## src/rtl/if_fetch_ctrl_pkg.sv

```systemverilog
// Shared widths, constants and state encoding for the instruction-fetch sequencer.
package if_fetch_ctrl_pkg;

  localparam int unsigned PC_W    = 10;
  localparam int unsigned INSTR_W = 32;

  localparam logic [INSTR_W-1:0] NOP = INSTR_W'(0);

  typedef enum logic [1:0] {
    S_EMPTY = 2'd0,
    S_RUN   = 2'd1,
    S_HELD  = 2'd2
  } fetch_state_e;

  // PC increment; wraps silently at the top of the address space.
  function automatic logic [PC_W-1:0] pc_inc(input logic [PC_W-1:0] pc);
    return pc + PC_W'(1);
  endfunction

endpackage

```

## src/rtl/if_hold_reg.sv

```systemverilog
// Instruction capture register with load enable and synchronous reset to NOP,
// used as the skid buffer that keeps instr_out stable across a stall.
module if_hold_reg
  import if_fetch_ctrl_pkg::*;
(
  input  logic               clk,
  input  logic               rst,
  input  logic               load,
  input  logic [INSTR_W-1:0] d,
  output logic [INSTR_W-1:0] q
);

  always_ff @(posedge clk) begin
    if (rst) begin
      q <= NOP;
    end else if (load) begin
      q <= d;
    end
  end

endmodule

```

## src/rtl/if_fetch_ctrl.sv

```systemverilog
// Instruction-fetch sequencer: owns the PC, drives the synchronous imem and
// presents (pc, instr, valid) to the IF/ID boundary with stall and redirect.
module if_fetch_ctrl
  import if_fetch_ctrl_pkg::*;
#(
  parameter logic [PC_W-1:0] RESET_PC = PC_W'(0)
) (
  input  logic               clk,
  input  logic               rst,
  input  logic               stall,
  input  logic               branch_taken,
  input  logic [PC_W-1:0]    branch_target,
  output logic [PC_W-1:0]    imem_addr,
  input  logic [INSTR_W-1:0] imem_rdata,
  output logic [PC_W-1:0]    pc_out,
  output logic [PC_W-1:0]    pc_plus1,
  output logic [INSTR_W-1:0] instr_out,
  output logic               valid_out
);

  logic [PC_W-1:0]    pc_q;
  logic [PC_W-1:0]    pc_out_q;
  fetch_state_e       state_q;
  logic [INSTR_W-1:0] instr_hold_q;
  logic               hold_load;
  logic               hold_clr;

  // PC and fetch state; priority rst > branch > stall > advance.
  always_ff @(posedge clk) begin
    if (rst) begin
      pc_q     <= RESET_PC;
      pc_out_q <= RESET_PC;
      state_q  <= S_EMPTY;
    end else if (branch_taken) begin
      pc_q    <= branch_target;
      state_q <= S_EMPTY;
    end else if (stall) begin
      if (state_q == S_RUN) begin
        state_q <= S_HELD;
      end
    end else begin
      pc_out_q <= pc_q;
      pc_q     <= pc_inc(pc_q);
      state_q  <= S_RUN;
    end
  end

  // Capture the live imem word only on the first stalled cycle; a redirect
  // discards whatever was held.
  assign hold_load = !rst && !branch_taken && stall && (state_q == S_RUN);
  assign hold_clr  = rst || branch_taken;

  if_hold_reg u_hold (
    .clk  (clk),
    .rst  (hold_clr),
    .load (hold_load),
    .d    (imem_rdata),
    .q    (instr_hold_q)
  );

  always_comb begin
    instr_out = NOP;
    case (state_q)
      S_RUN:   instr_out = imem_rdata;
      S_HELD:  instr_out = instr_hold_q;
      default: instr_out = NOP;
    endcase
  end

  assign imem_addr = pc_q;
  assign pc_out    = pc_out_q;
  assign pc_plus1  = pc_inc(pc_out_q);
  assign valid_out = (state_q != S_EMPTY);

endmodule
```

## config.mk

```make
export PLATFORM = sky130hd
export DESIGN_NAME = if_fetch_ctrl
export DESIGN_NICKNAME = d
export VERILOG_FILES = /design/src/rtl/if_fetch_ctrl_pkg.sv /design/src/rtl/if_hold_reg.sv /design/src/rtl/if_fetch_ctrl.sv
export SDC_FILE = /design/constraint.sdc
export NUM_CORES = 1
export LEC_CHECK = 0
export ABC_AREA = 0
export BUFFER_PORTS_ARGS = -buffer_cell sky130_fd_sc_hd__clkbuf_2
export CORE_MARGIN = 5
export CORE_UTILIZATION = 53
export CTS_CLUSTER_DIAMETER = 60
export DETAILED_ROUTE_END_ITERATION = 10
export GPL_ROUTABILITY_DRIVEN = 0
export GPL_TIMING_DRIVEN = 0
export PLACE_DENSITY = 0.86
export SYNTH_ARGS = -nofsm -noshare
export SYNTH_HDL_FRONTEND = slang
export SYNTH_HIERARCHICAL = 1
export SYNTH_SLANG_ARGS = --single-unit
```

## constraint.sdc

```tcl
create_clock -name clk -period 4.5 [get_ports clk]
set_clock_uncertainty 0.05 [all_clocks]
set_input_delay 0 -clock clk [delete_from_list [all_inputs] [get_ports clk]]
set_output_delay 0 -clock clk [all_outputs]
set_load 0.005 [all_outputs]
```

# After elaboration in Yosys (flattened, before gate mapping)
# Index checks and enable logic that the tools add are counted.
[totals]
regBits = 54
out_inout_bits = 63
inputBits = 46
[classes]
eq_ne = 4
n_reduce_logical = 10
muxes = 5
bitwise = 2
addsub = 2
[ops]
columns = ["operator", "count"]
rows = [
  ["32-bit one-hot mux with 2 select lines", 1],
  ["10-bit by 1-bit adder with 10-bit output (second input constant)", 2],
  ["10-bit 2-to-1 mux", 2],
  ["2-bit by 1-bit inequality test with 1-bit output (second input constant)", 2],
  ["1-bit logical AND", 3],
  ["3-bit OR reduction", 1],
  ["2-bit by 1-bit == test with 1-bit output (second input constant)", 1],
  ["2-bit == test (second input constant)", 1],
  ["1-bit logical NOT", 2],
  ["1-bit 2-to-1 mux", 2],
  ["1-bit inverter", 2],
  ["2-bit AND reduction", 1],
  ["2-bit nonzero test", 1],
  ["2-bit OR reduction", 1],
  ["1-bit logical OR", 1],
]

# Logic depth before layout (Yosys ltp)
[logic_depth]
ltp_word = 4
mapped_depth = 9

# By module
# Netlist, hierarchy kept.
[by_module_without_submodules]
columns = ["mod", "n_inst", "area_each_um2", "seq_area_each_um2", "cells_per_inst"]
rows = [
  ["if_fetch_ctrl", 1, 1677.9, 440.4, 228],
  ["if_hold_reg", 1, 1163.6, 640.6, 103],
]

# Worst setup path before layout
# Ideal clock, no wire load.
[synth_path]
kind = "flip-flop to flip-flop"
start = "register state_q[1]"
end = "register u_hold.q[0]"
slack_ns = 2.641
stages_incl_launch_ff = 10
path_buffers = 4
setup_ns = 0.128
arrival_ns = 1.681
synth_period_minus_slack_ns = 1.859
path_cell_list = "dfxtp_1 > inv_1 > ha_1 > clkbuf_1 > clkbuf_1 > and3_1 > buf_6 > buf_12 > mux2i_1 > nor2_1"
[synth_between]
elab_chain_cells = 2
[synth_rtl]
columns = ["item", "line_no", "rtl"]
rows = [
  ["start: declaration", "if_fetch_ctrl.sv:23", "fetch_state_e state_q;"],
  ["start signal: assignment", "if_fetch_ctrl.sv:33", "state_q <= S_EMPTY;"],
  ["start signal: assignment", "if_fetch_ctrl.sv:36", "state_q <= S_EMPTY;"],
  ["start signal: assignment", "if_fetch_ctrl.sv:39", "state_q <= S_HELD;"],
  ["2-bit by 1-bit == test with 1-bit output", "if_fetch_ctrl.sv:50", "assign hold_load = !rst && !branch_taken && stall && (state_q == S_RUN);"],
  ["1-bit logical AND", "if_fetch_ctrl.sv:50", ""],
  ["named net hold_load", "if_fetch_ctrl.sv:25", "logic hold_load;"],
  ["end signal: assignment", "if_hold_reg.sv:15", "q <= NOP;"],
  ["end signal: assignment", "if_hold_reg.sv:17", "q <= d;"],
  ["end: declaration", "if_hold_reg.sv:10", "output logic [INSTR_W-1:0] q"],
]
# The timed path passes the listed nets, and every way through them passes these cells.
# A chain may end at the register's enable or synchronous reset.

# Worst setup path in the final report
[layout_path]
start = "register state_q[1]"
end = "register u_hold.q[21]"
# The elaborated chain is that of the path after synthesis.

==> results by group <==
Global routing
  • Number of global-route vias before repair: between 3000 and 4000
  • First-pass GRT wire length: roughly 14 mm
  • GRT overflow: 0
  • Global Route Usage Sum: between 20% and 30%
  • Largest net degree at the start of global routing: 16
  • Initial antenna violation count: 0

Die
  • Die Ht: 83.2 µm
  • Die footprint: just under 7000 µm²
  • Width of the die: about 83 µm
  • CORE AREA: a little over 5000 µm²
  • # IOs: around 110
  • Rows: 26
  • Initial Utilization: about 55%

Setup path
  • Worst-case reg-to-reg path depth: 9
  • Required @ worst endpoint: about 4.6 ns
  • Worst Setup SP: state_q[1]
  • CP startpoint kind: register
  • CP Capture Type: register
  • Crit Path Class: reg -> reg
  • Reg-to-Reg End: u_hold/q[21]
  • Critical Path Stages: 9
  • Worst R2R Start: state_q[1]
  • Critical path peak fanout: 10
  • Worst setup path endpoint: u_hold/q[21]
  • WP data arrival: about 2.4 ns
  • Crit-path max cell delay: about 0.38 ns
  • Worst-path cell chain: inv_1 -> ha_1 -> clkbuf_1 -> clkbuf_1 -> and3_1 -> buf_6 -> buf_12 -> mux2i_1 -> nor2_1
  • CP delay by family, top: buffers and inverters
  • Slowest cell on crit path: clkbuf_1
  • R2R Setup Slk: about 2.3 ns
  • Buf+Inv Stages, Crit Path: 5
  • Crit path top cell by count: clkbuf_1

Timing
  • Max_slew headroom: 68.2%
  • Final Max Slew Viols: 0
  • Final setup viols: 0
  • Minimum clock period: 2.23 ns
  • Final Hold Vio Count: 0
  • Final setup TNS: 0 ns
  • Fmax: between 400 and 500 MHz
  • Measured slew at the worst slew-check pin: ~0.48 ns
  • RSZ-0062 raised after global routing: false
  • Tcrit/Tclk final: 49.4%

Clocking
  • TritonCTS clock tree: done
  • Later-pin clock latency in the skew report: a little over 0.3 ns
  • Postcts setup bufs: 0
  • Hold buffers post-CTS: 41
  • CTS sink cnt: 54
  • CTS Buffer Depth: 2
  • Htree depth: 2
  • Clock-pin slew on the worst setup and hold paths: approximately 0.1 ns
  • CTS resizes: 0
  • TritonCTS buffer count: 5
  • Root Buffer: clkbuf_8

Power
  • Sequential power share: 55.2%
  • Switching Fraction: approximately a quarter
  • Pwr dens: 231 nW/µm²
  • Static leakage: ~1.6 nW
  • Peak supply drop: between 0.00015 and 0.0002 V
  • Clock power share: 29.0%
  • Internal power: 0.671 mW
  • Comb pwr share: between 15 and 20%
  • Net Switching: 0.244 mW

Route
  • Vias/cell: ~5.3
  • Detailed-route DRC error count: 0
  • DRT iter0 DRCs: around 150
  • Drt wl/cell: about 15 µm
  • Via count: 2952
  • DRT Pass-1 Iters: 4
  • WL final: ~8.5 mm
  • Post-route ant nets: 0

Yosys
  • Yosys warns: 6
  • Seq/Total Area, Yosys: approximately two fifths
  • Mean Syn Cell Area: 8.58 µm²
  • Top FF cell, synth: dfxtp_1
  • EDFF count, synth: 0
  • Post-Syn Instances: between 300 and 400
  • Yosys reg bits: 54
  • Synthesized area: about 2800 µm²
  • Syn nets: around 380
  • Async S/R FF share, synth: 0%
  • Number of library cell types mapped by synthesis: 39

Final layout
  • Area grow syn2layout: 39.4%
  • Layout net count: about 540
  • Layout cells sized above 1: 25.3%
  • Filler-free cell count of the finished design: roughly 560
  • Number of diodes: 0

Min path
  • Hold crit path type: in -> reg
  • Hold Path Stages: 4

Outcome
  • Status: completed

Run
  • Max-Cap Viols: 0

Placement
  • DP HPWL: 5.61 mm
  • Port bufs: between 100 and 150
  • Placed cells: 509
-- tightest hold or removal path: cells and delay by family --
family | cells | cell delay (ns)
AND/OR/NAND/NOR | 1 | 0.05
buffers and inverters | 1 | 0.07
AO/OA/AOI/OAI | 2 | 0.21
-- worst min path at each step --
stage	start	endpoint
3_5_place_dp	branch_target[0]	imem_addr[0]
4_1_cts	branch_target[7]	imem_addr[7]
6_report	branch_target[7]	imem_addr[7]
2_1_floorplan	branch_target[0]	imem_addr[0]
5_1_grt	branch_target[7]	imem_addr[7]
3_3_place_gp	branch_target[1]	imem_addr[1]
-- cells in the mapped netlist, types with 2 or more instances --
| master | n | area [µm²] |
|---|---|---|
| a21oi_1 | 13 | 65.1 |
| o21ai_0 | 4 | 20.0 |
| mux2i_1 | 32 | 320 |
| buf_1 | 3 | 11.3 |
| a22oi_1 | 32 | 240 |
| nor2_1 | 44 | 165 |
| clkbuf_1 | 17 | 63.8 |
| nand3_1 | 6 | 30.0 |
| nor2b_1 | 32 | 200 |
| a211oi_1 | 2 | 15.0 |
| xnor2_1 | 5 | 43.8 |
| nand2_1 | 33 | 124 |
| ha_1 | 5 | 62.6 |
| nor3_1 | 5 | 25.0 |
| dfxtp_1 | 54 | 1080 |
| or4_1 | 2 | 15.0 |
| o31ai_1 | 2 | 15.0 |
| a311oi_1 | 4 | 35.0 |
| inv_1 | 9 | 33.8 |
| buf_12 | 3 | 60.1 |
| xor2_1 | 6 | 52.6 |
-- cell type report --
| type | instances | area [µm²] |
|---|---|---|
| inverters | 9 | 33.8 |
| well taps | 70 | 87.6 |
| flip-flops and latches | 54 | 1080 |
| clock inverters | 1 | 7.51 |
| multi-input cells | 244 | 1580 |
| clock buffers | 6 | 72.6 |
| plain buffers | 24 | 146 |
| repair buffers | 149 | 951 |
| fillers | 386 | 1210 |
-- through the flow --
step | area [µm²] | setup WS (ns) | hold slack [ns] | power (mW) | utilization (%)
floorplan | 2840 | 2.64 | 0.0946 | 0.571 | -
global placement | 3470 | 2.34 | 0.198 | 0.625 | 67.1
detailed placement | 3470 | 2.26 | 0.197 | 0.629 | 67.1
CTS | 3960 | 2.27 | 0.00182 | 0.914 | 76.6
global route | 3960 | 2.12 | 0.0182 | 0.956 | 76.6
finish | 3960 | 2.27 | 0.00249 | 0.915 | 76.6
-- kinds of logic (layout without fill, tap and decap cells) --
kind of cell	after synthesis	after routing	synth area share, %
and+or+nand+nor	133	133	22.8
AOI/OAI and AO/OA	62	62	15.5
DFF	54	54	38.0
muxes	33	33	11.7
buffers and inverters	33	189	6.34
xor gates and xnor gates	11	11	3.39
adders and majority gates	5	5	2.20
-- layout by cell type, fill, tap and decap left out, drive strengths merged, types with 7 or more instances in the layout --
cell type,n
a21oi,13
dfxtp,54
mux2i,32
dlygate4sd3,41
clkbuf,131
inv,9
nor2b,32
nor2,44
nand2,33
a22oi,32
buf,7
-- layer usage --
layer / share of wire, % / track usage [%]
met5: 0 / 0
met4: 3.2 / 9.96
met3: 5.4 / 4.16
met2: 52 / 43.7
met1: 40 / 29.3
-- registers in the layout (all words and copies together) (netlist names) --
signal     flops
state_q        2
u_hold/q      32
imem_addr     10
pc_out        10
-- power groups by stage --
stage               Clock, mW  Combinational [mW]  Sequential, mW
global placement            0               0.110           0.515
floorplan                   0              0.0592           0.512
finish                  0.265               0.145           0.505
global route            0.290               0.159           0.507
detailed placement          0               0.114           0.515
CTS                     0.268               0.142           0.504
Note: power is estimated with default switching activity, not from simulation.
